--- config.mk ---
export PLATFORM = sky130hd
export DESIGN_NAME = noc_flit_injector_flat
export DESIGN_NICKNAME = d
export VERILOG_FILES = /design/src/rtl/noc_flit_injector_if.sv /design/src/rtl/noc_flit_injector.sv /design/src/flat_wrapper.sv
export SDC_FILE = /design/constraint.sdc
export NUM_CORES = 1
export LEC_CHECK = 0
export CORE_ASPECT_RATIO = 0.6
export CORE_UTILIZATION = 46
export CTS_CLUSTER_SIZE = 25
export DETAILED_ROUTE_END_ITERATION = 16
export PLACE_DENSITY_LB_ADDON = 0.12
export SETUP_SLACK_MARGIN = 0.2
export SLEW_MARGIN = 0
export SYNTH_ARGS = -nofsm -noshare
export SYNTH_HDL_FRONTEND = slang
export SYNTH_SLANG_ARGS = --single-unit
--- constraint.sdc ---
create_clock -name clk -period 3.15 [get_ports clk]
set_input_delay 0.63 -clock clk [delete_from_list [all_inputs] [get_ports clk]]
set_output_delay 0.63 -clock clk [all_outputs]
set_load 0.02 [all_outputs]
--- src/rtl/noc_flit_injector_if.sv ---
`timescale 1ns/1ps
`default_nettype none
// +----------------------------------------------------------------------+
// | Module      : noc_flit_injector_if                                   |
// | Description : Descriptor, payload and router-FIFO signals of the     |
// |               flit injector, grouped with master/slave views.        |
// | Revision    : 1.0                                                    |
// +----------------------------------------------------------------------+
interface noc_flit_injector_if #(
   parameter int FLIT_WIDTH = 32
);
   logic                  pkt_valid;
   logic                  pkt_ready;
   logic [3:0]            pkt_dest;
   logic [7:0]            pkt_len;
   logic                  pl_valid;
   logic                  pl_ready;
   logic [29:0]           pl_data;
   logic                  fifo_full;
   logic                  wr_en;
   logic [FLIT_WIDTH-1:0] data_out;
   logic                  busy;
   logic                  pkt_sent;
   logic [13:0]           seq_num;

   // master is the injector itself; slave is whatever feeds and drains it
   modport master (
      input  pkt_valid, pkt_dest, pkt_len, pl_valid, pl_data, fifo_full,
      output pkt_ready, pl_ready, wr_en, data_out, busy, pkt_sent, seq_num
   );

   modport slave (
      output pkt_valid, pkt_dest, pkt_len, pl_valid, pl_data, fifo_full,
      input  pkt_ready, pl_ready, wr_en, data_out, busy, pkt_sent, seq_num
   );
endinterface
`default_nettype wire

--- src/rtl/noc_flit_injector.sv ---
`timescale 1ns/1ps
`default_nettype none
// +----------------------------------------------------------------------+
// | Module      : noc_flit_injector                                      |
// | Description : Serialises packet descriptors plus payload words into  |
// |               head/body/tail flits for one router input FIFO.        |
// | Revision    : 1.0                                                    |
// +----------------------------------------------------------------------+
module noc_flit_injector #(
   parameter int FLIT_WIDTH = 32,
   parameter int NODE_ID    = 0,
   parameter int MAX_LEN    = 16
) (
   input  wire                  clk,
   input  wire                  reset,
   noc_flit_injector_if.master  bus
);

   localparam logic [3:0] c_node_id = 4'(NODE_ID);
   localparam logic [7:0] c_max_len = 8'(MAX_LEN);

   typedef enum logic [1:0] {
      S_IDLE    = 2'd0,
      S_HEAD    = 2'd1,
      S_PAYLOAD = 2'd2
   } state_t;

   state_t                r_state;
   state_t                w_next;
   logic [3:0]            r_dest;
   logic [7:0]            r_len;
   logic [7:0]            r_remaining;
   logic [13:0]           r_seq;
   logic                  r_pkt_sent;

   logic                  w_pkt_ready;
   logic                  w_pl_ready;
   logic                  w_wr_en;
   logic [FLIT_WIDTH-1:0] w_data_out;
   logic [FLIT_WIDTH-1:0] w_head_flit;
   logic [7:0]            w_len_clamped;
   logic                  w_accept;
   logic                  w_last_write;

   assign w_len_clamped = (bus.pkt_len > c_max_len) ? c_max_len : bus.pkt_len;

   // A zero-length packet goes out as a single self-contained head flit
   assign w_head_flit = {((r_len == 8'd0) ? 2'b11 : 2'b01),
                         r_dest, c_node_id, r_len, r_seq};

   always_comb begin
      w_next      = r_state;
      w_pkt_ready = 1'b0;
      w_pl_ready  = 1'b0;
      w_wr_en     = 1'b0;
      w_data_out  = '0;
      case (r_state)
         S_IDLE: begin
            w_pkt_ready = 1'b1;
            if (bus.pkt_valid) begin
               w_next = S_HEAD;
            end
         end
         S_HEAD: begin
            w_data_out = w_head_flit;
            w_wr_en    = ~bus.fifo_full;
            if (w_wr_en) begin
               w_next = (r_len == 8'd0) ? S_IDLE : S_PAYLOAD;
            end
         end
         S_PAYLOAD: begin
            w_pl_ready = ~bus.fifo_full;
            w_wr_en    = bus.pl_valid & ~bus.fifo_full;
            w_data_out = {((r_remaining == 8'd1) ? 2'b10 : 2'b00), bus.pl_data};
            if (w_wr_en && (r_remaining == 8'd1)) begin
               w_next = S_IDLE;
            end
         end
         default: begin
            w_next = S_IDLE;
         end
      endcase
      // Outputs are forced quiet for the whole time reset is held
      if (reset) begin
         w_next      = S_IDLE;
         w_pkt_ready = 1'b0;
         w_pl_ready  = 1'b0;
         w_wr_en     = 1'b0;
         w_data_out  = '0;
      end
   end

   assign w_accept     = w_pkt_ready & bus.pkt_valid;
   assign w_last_write = w_wr_en &
                         (((r_state == S_HEAD) && (r_len == 8'd0)) ||
                          ((r_state == S_PAYLOAD) && (r_remaining == 8'd1)));

   always_ff @(posedge clk) begin
      if (reset) begin
         r_state     <= S_IDLE;
         r_dest      <= 4'd0;
         r_len       <= 8'd0;
         r_remaining <= 8'd0;
         r_seq       <= 14'd0;
         r_pkt_sent  <= 1'b0;
      end else begin
         r_state    <= w_next;
         r_pkt_sent <= w_last_write;
         if (w_accept) begin
            r_dest <= bus.pkt_dest;
            r_len  <= w_len_clamped;
         end
         if ((r_state == S_HEAD) && w_wr_en) begin
            r_seq       <= r_seq + 14'd1;
            r_remaining <= r_len;
         end
         if ((r_state == S_PAYLOAD) && w_wr_en) begin
            r_remaining <= r_remaining - 8'd1;
         end
      end
   end

   assign bus.pkt_ready = w_pkt_ready;
   assign bus.pl_ready  = w_pl_ready;
   assign bus.wr_en     = w_wr_en;
   assign bus.data_out  = w_data_out;
   assign bus.busy      = (r_state != S_IDLE);
   assign bus.pkt_sent  = r_pkt_sent;
   assign bus.seq_num   = r_seq;

endmodule
`default_nettype wire

--- src/flat_wrapper.sv ---
// flat-port wrapper written by rule: the top's interface ports become plain ports
module noc_flit_injector_flat 
#(
   parameter int FLIT_WIDTH = 32,
   parameter int NODE_ID    = 0,
   parameter int MAX_LEN    = 16
)
  (clk, reset, bus_pkt_valid, bus_pkt_dest, bus_pkt_len, bus_pl_valid, bus_pl_data, bus_fifo_full, bus_pkt_ready, bus_pl_ready, bus_wr_en, bus_data_out, bus_busy, bus_pkt_sent, bus_seq_num);
  noc_flit_injector_if #(.FLIT_WIDTH(FLIT_WIDTH)) bus_i ();
  input  wire clk;
  input  wire reset;
  input wire logic [$bits(bus_i.pkt_valid)-1:0] bus_pkt_valid;
  input wire logic [$bits(bus_i.pkt_dest)-1:0] bus_pkt_dest;
  input wire logic [$bits(bus_i.pkt_len)-1:0] bus_pkt_len;
  input wire logic [$bits(bus_i.pl_valid)-1:0] bus_pl_valid;
  input wire logic [$bits(bus_i.pl_data)-1:0] bus_pl_data;
  input wire logic [$bits(bus_i.fifo_full)-1:0] bus_fifo_full;
  output wire logic [$bits(bus_i.pkt_ready)-1:0] bus_pkt_ready;
  output wire logic [$bits(bus_i.pl_ready)-1:0] bus_pl_ready;
  output wire logic [$bits(bus_i.wr_en)-1:0] bus_wr_en;
  output wire logic [$bits(bus_i.data_out)-1:0] bus_data_out;
  output wire logic [$bits(bus_i.busy)-1:0] bus_busy;
  output wire logic [$bits(bus_i.pkt_sent)-1:0] bus_pkt_sent;
  output wire logic [$bits(bus_i.seq_num)-1:0] bus_seq_num;
  assign bus_i.pkt_valid = bus_pkt_valid;
  assign bus_i.pkt_dest = bus_pkt_dest;
  assign bus_i.pkt_len = bus_pkt_len;
  assign bus_i.pl_valid = bus_pl_valid;
  assign bus_i.pl_data = bus_pl_data;
  assign bus_i.fifo_full = bus_fifo_full;
  assign bus_pkt_ready = bus_i.pkt_ready;
  assign bus_pl_ready = bus_i.pl_ready;
  assign bus_wr_en = bus_i.wr_en;
  assign bus_data_out = bus_i.data_out;
  assign bus_busy = bus_i.busy;
  assign bus_pkt_sent = bus_i.pkt_sent;
  assign bus_seq_num = bus_i.seq_num;
  noc_flit_injector #(.FLIT_WIDTH(FLIT_WIDTH), .NODE_ID(NODE_ID), .MAX_LEN(MAX_LEN)) u_core (.clk(clk), .reset(reset), .bus(bus_i));
endmodule
==> impl_metrics.json <==
{
  "status": "finished clean",
  "cts_tree": "built",
  "final_layout_size_suffix_gt1_share_pct": 7.69,
  "slew_violations": 0,
  "period_share_pct": 88.3,
  "antenna_cells": 0,
  "track_usage_pct": 25.7,
  "period_minus_slack_ns": 2.78,
  "rows": 19,
  "syn_nets": 320,
  "crit_path_end_kind": "output port",
  "nFillCells": 393,
  "viasPerCell": 5.56,
  "fin_total_pwr_mw": 1.18,
  "mostFrequentLayoutCells": "clkdlybuf4s50_1 (65), dfxtp_1 (37), dlygate4sd2_1 (30), nor2_1 (28), a22o_1 (26)",
  "yosysWarnings": 0,
  "synthToLayoutAreaGrowth_pct": 48.7,
  "critPathKind": "primary input to output port",
  "tightest_slew_ns": 0.436,
  "irDropWorstVdd_uv": 214,
  "die-area_sq_um": 5180,
  "leakage_nw": 1.45,
  "coreArea_sq_um": 4640,
  "dpl.hpwl_mm": 4.78,
  "overflow": 0,
  "worstSkewPairLatency_ns": 0.29,
  "antenna_left": 0,
  "setup_slack_ns": 0.369,
  "power.density_nw_per_um2": 353,
  "clockBufferDepth": 2,
  "top_level_ports": 98,
  "syn-instance-count": 265,
  "die-height_um": 56.2,
  "synthFlopType": "dfxtp_1",
  "place_area_sq_um": 3300,
  "numCtsBuffers": 5,
  "max_clock_freq_ghz": 0.360,
  "critPathArrivalTime_ns": 2.15,
  "finClkSkew_ns": 0.00427,
  "holdBufCountCts": 0,
  "first_pass_iters": 4,
  "utilization_pct": 72.1,
  "startpoint_type": "primary input",
  "wl_per_cell_um": 14.6,
  "wl_mm": 6.21,
  "post_cts_buffers": 0,
  "hp-class": "flop to flop",
  "place_ws_ns": 0.102,
  "synth_seq_cells": 37,
  "synthArstFlopShare_pct": 0,
  "port_buffers": 97,
  "cts-root-buf": "clkbuf_8",
  "grt_pass1_vias": 2169,
  "path_max_fanout": 32,
  "ys_seq_area_share_pct": 32.9,
  "cts_sinks": 37,
  "clk_pin_slew_ns": 0.07,
  "drcViolationCount": 0,
  "hold_viol": 0,
  "postSynthAreaPerCell_sq_um": 8.48,
  "layout_commonest_cell": "clkdlybuf4s50_1",
  "die_x_um": 92.3,
  "final_area_sq_um": 3340,
  "finalSetupViolCount": 0,
  "setup-tns-final_ns": 0,
  "start_util_pct": 48.5,
  "nets": 418,
  "grt_max_degree": 33,
  "critPathRequiredTime_ns": 2.52,
  "synth_cell_type_count": 53,
  "synth_edf_count": 0,
  "vias": 2374,
  "routabilityCongestion": 0.814,
  "rsz0062_at_grt": "false",
  "htree_levels": 2,
  "netlist_area_sq_um": 2250,
  "dr.first_iter.drc_count": 136,
  "grt_pass1_wl_mm": 10.5,
  "slew_headroom_pct": 70.8,
  "antenna_found_initial": 0,
  "drv_cap": 0
}
-- cells by family (layout without fill, tap and decap cells) --
kind of cell    count (synthesis)  in the layout  synth area share [%]
compound gates                 71             71                  24.0
xor+xnor                        7              7                  2.73
fa+ha+maj                       8              8                  4.45
buf+inv                        27            126                  4.95
flops                          37             37                  32.9
mux                             7              7                  3.23
simple gates                  108            108                  27.7
-- final timing paths --
| kind | cells after the start | slack, ns | startpoint | endpoint |
|---|---|---|---|---|
| min reg2reg | 2 | 0.46 | u_core.r_dest[1] | u_core.r_dest[1] |
| max | 4 | 0.37 | reset | bus_data_out[30] |
| max reg2reg | 7 | 1.00 | u_core.r_state[0] | u_core.r_remaining[3] |
| min | 2 | 0.46 | u_core.r_dest[1] | u_core.r_dest[1] |
-- synth_stat cells (2+ instances only) --
cell / instances / area, sq um
nor4_1: 4 / 25.0
nand2b_1: 8 / 50.1
nor2_1: 29 / 109
nand4_1: 5 / 31.3
o21ai_1: 3 / 15.0
nor2b_1: 6 / 37.5
o21ai_0: 4 / 20.0
buf_4: 2 / 15.0
a21o_1: 2 / 15.0
and4_1: 3 / 26.3
mux2i_1: 5 / 50.1
ha_1: 8 / 100
nand3_1: 3 / 15.0
nand2_1: 16 / 60.1
dfxtp_1: 37 / 741
or3_1: 2 / 12.5
clkbuf_1: 11 / 41.3
buf_2: 2 / 10.0
a21oi_1: 13 / 65.1
xor2_1: 3 / 26.3
or4_1: 4 / 30.0
and3_1: 4 / 25.0
xnor2_1: 4 / 35.0
a211oi_1: 2 / 15.0
a31o_2: 3 / 26.3
inv_1: 12 / 45.0
nor3_1: 6 / 30.0
a22o_1: 26 / 228
and2_1: 9 / 56.3
a22oi_1: 6 / 45.0
-- layout make-up --
type / instances / area, sq um / share of cell area (%)
repair buffers: 106 / 998 / 29.9
flip-flops and latches: 37 / 741 / 22.1
clock buffers: 8 / 80.1 / 2.39
multi-input cells: 201 / 1400 / 41.9
inverters: 12 / 45.0 / 1.35
well taps: 63 / 78.8 / 2.36
-- sequential cells by signal, indices dropped and copies added, names as in the netlist --
| register | count |
|---|---|
| u_core.bus.seq_num | 14 |
| u_core.r_len | 8 |
| u_core.r_remaining | 8 |
| u_core.r_dest | 4 |
| u_core.r_state | 2 |
| u_core.bus.pkt_sent | 1 |
-- metal layers --
| layer | GRT usage [%] | up-vias | wire (um) |
|---|---|---|---|
| met3 | 6.01 | 5 | 358 |
| met1 | 38.1 | 1127 | 3120 |
| met2 | 36.5 | 74 | 2680 |
| met5 | 0 | - | 0 |
| met4 | 8.04 | 0 | 52 |
| li1 | - | 1168 | - |
-- where the power goes --
| part | internal (mW) | switching (mW) | total, mW |
|---|---|---|---|
| clock | 0.157 | 0.162 | 0.319 |
| combinational | 0.167 | 0.194 | 0.361 |
| sequential | 0.485 | 0.0159 | 0.501 |
-- per-stage QoR --
stage,hold slack [ns],cells
after global placement,0.449,419
after floorplan,0.437,265
after detailed placement,0.455,419
after CTS,0.464,427
final,0.458,427
after global routing,0.496,427
-- worst max-delay path, stage by stage --
cell             delay (ns)
clkdlybuf4s50_1        0.55
buf_4                  0.34
nor2b_1                0.09
clkdlybuf4s50_1        0.54
-- repair_timing --
action	CTS	global route
cloned	0	0
endpoints found under the setup margin	31	2
resized for setup	31	4
Power figures use the tool's default switching activity.
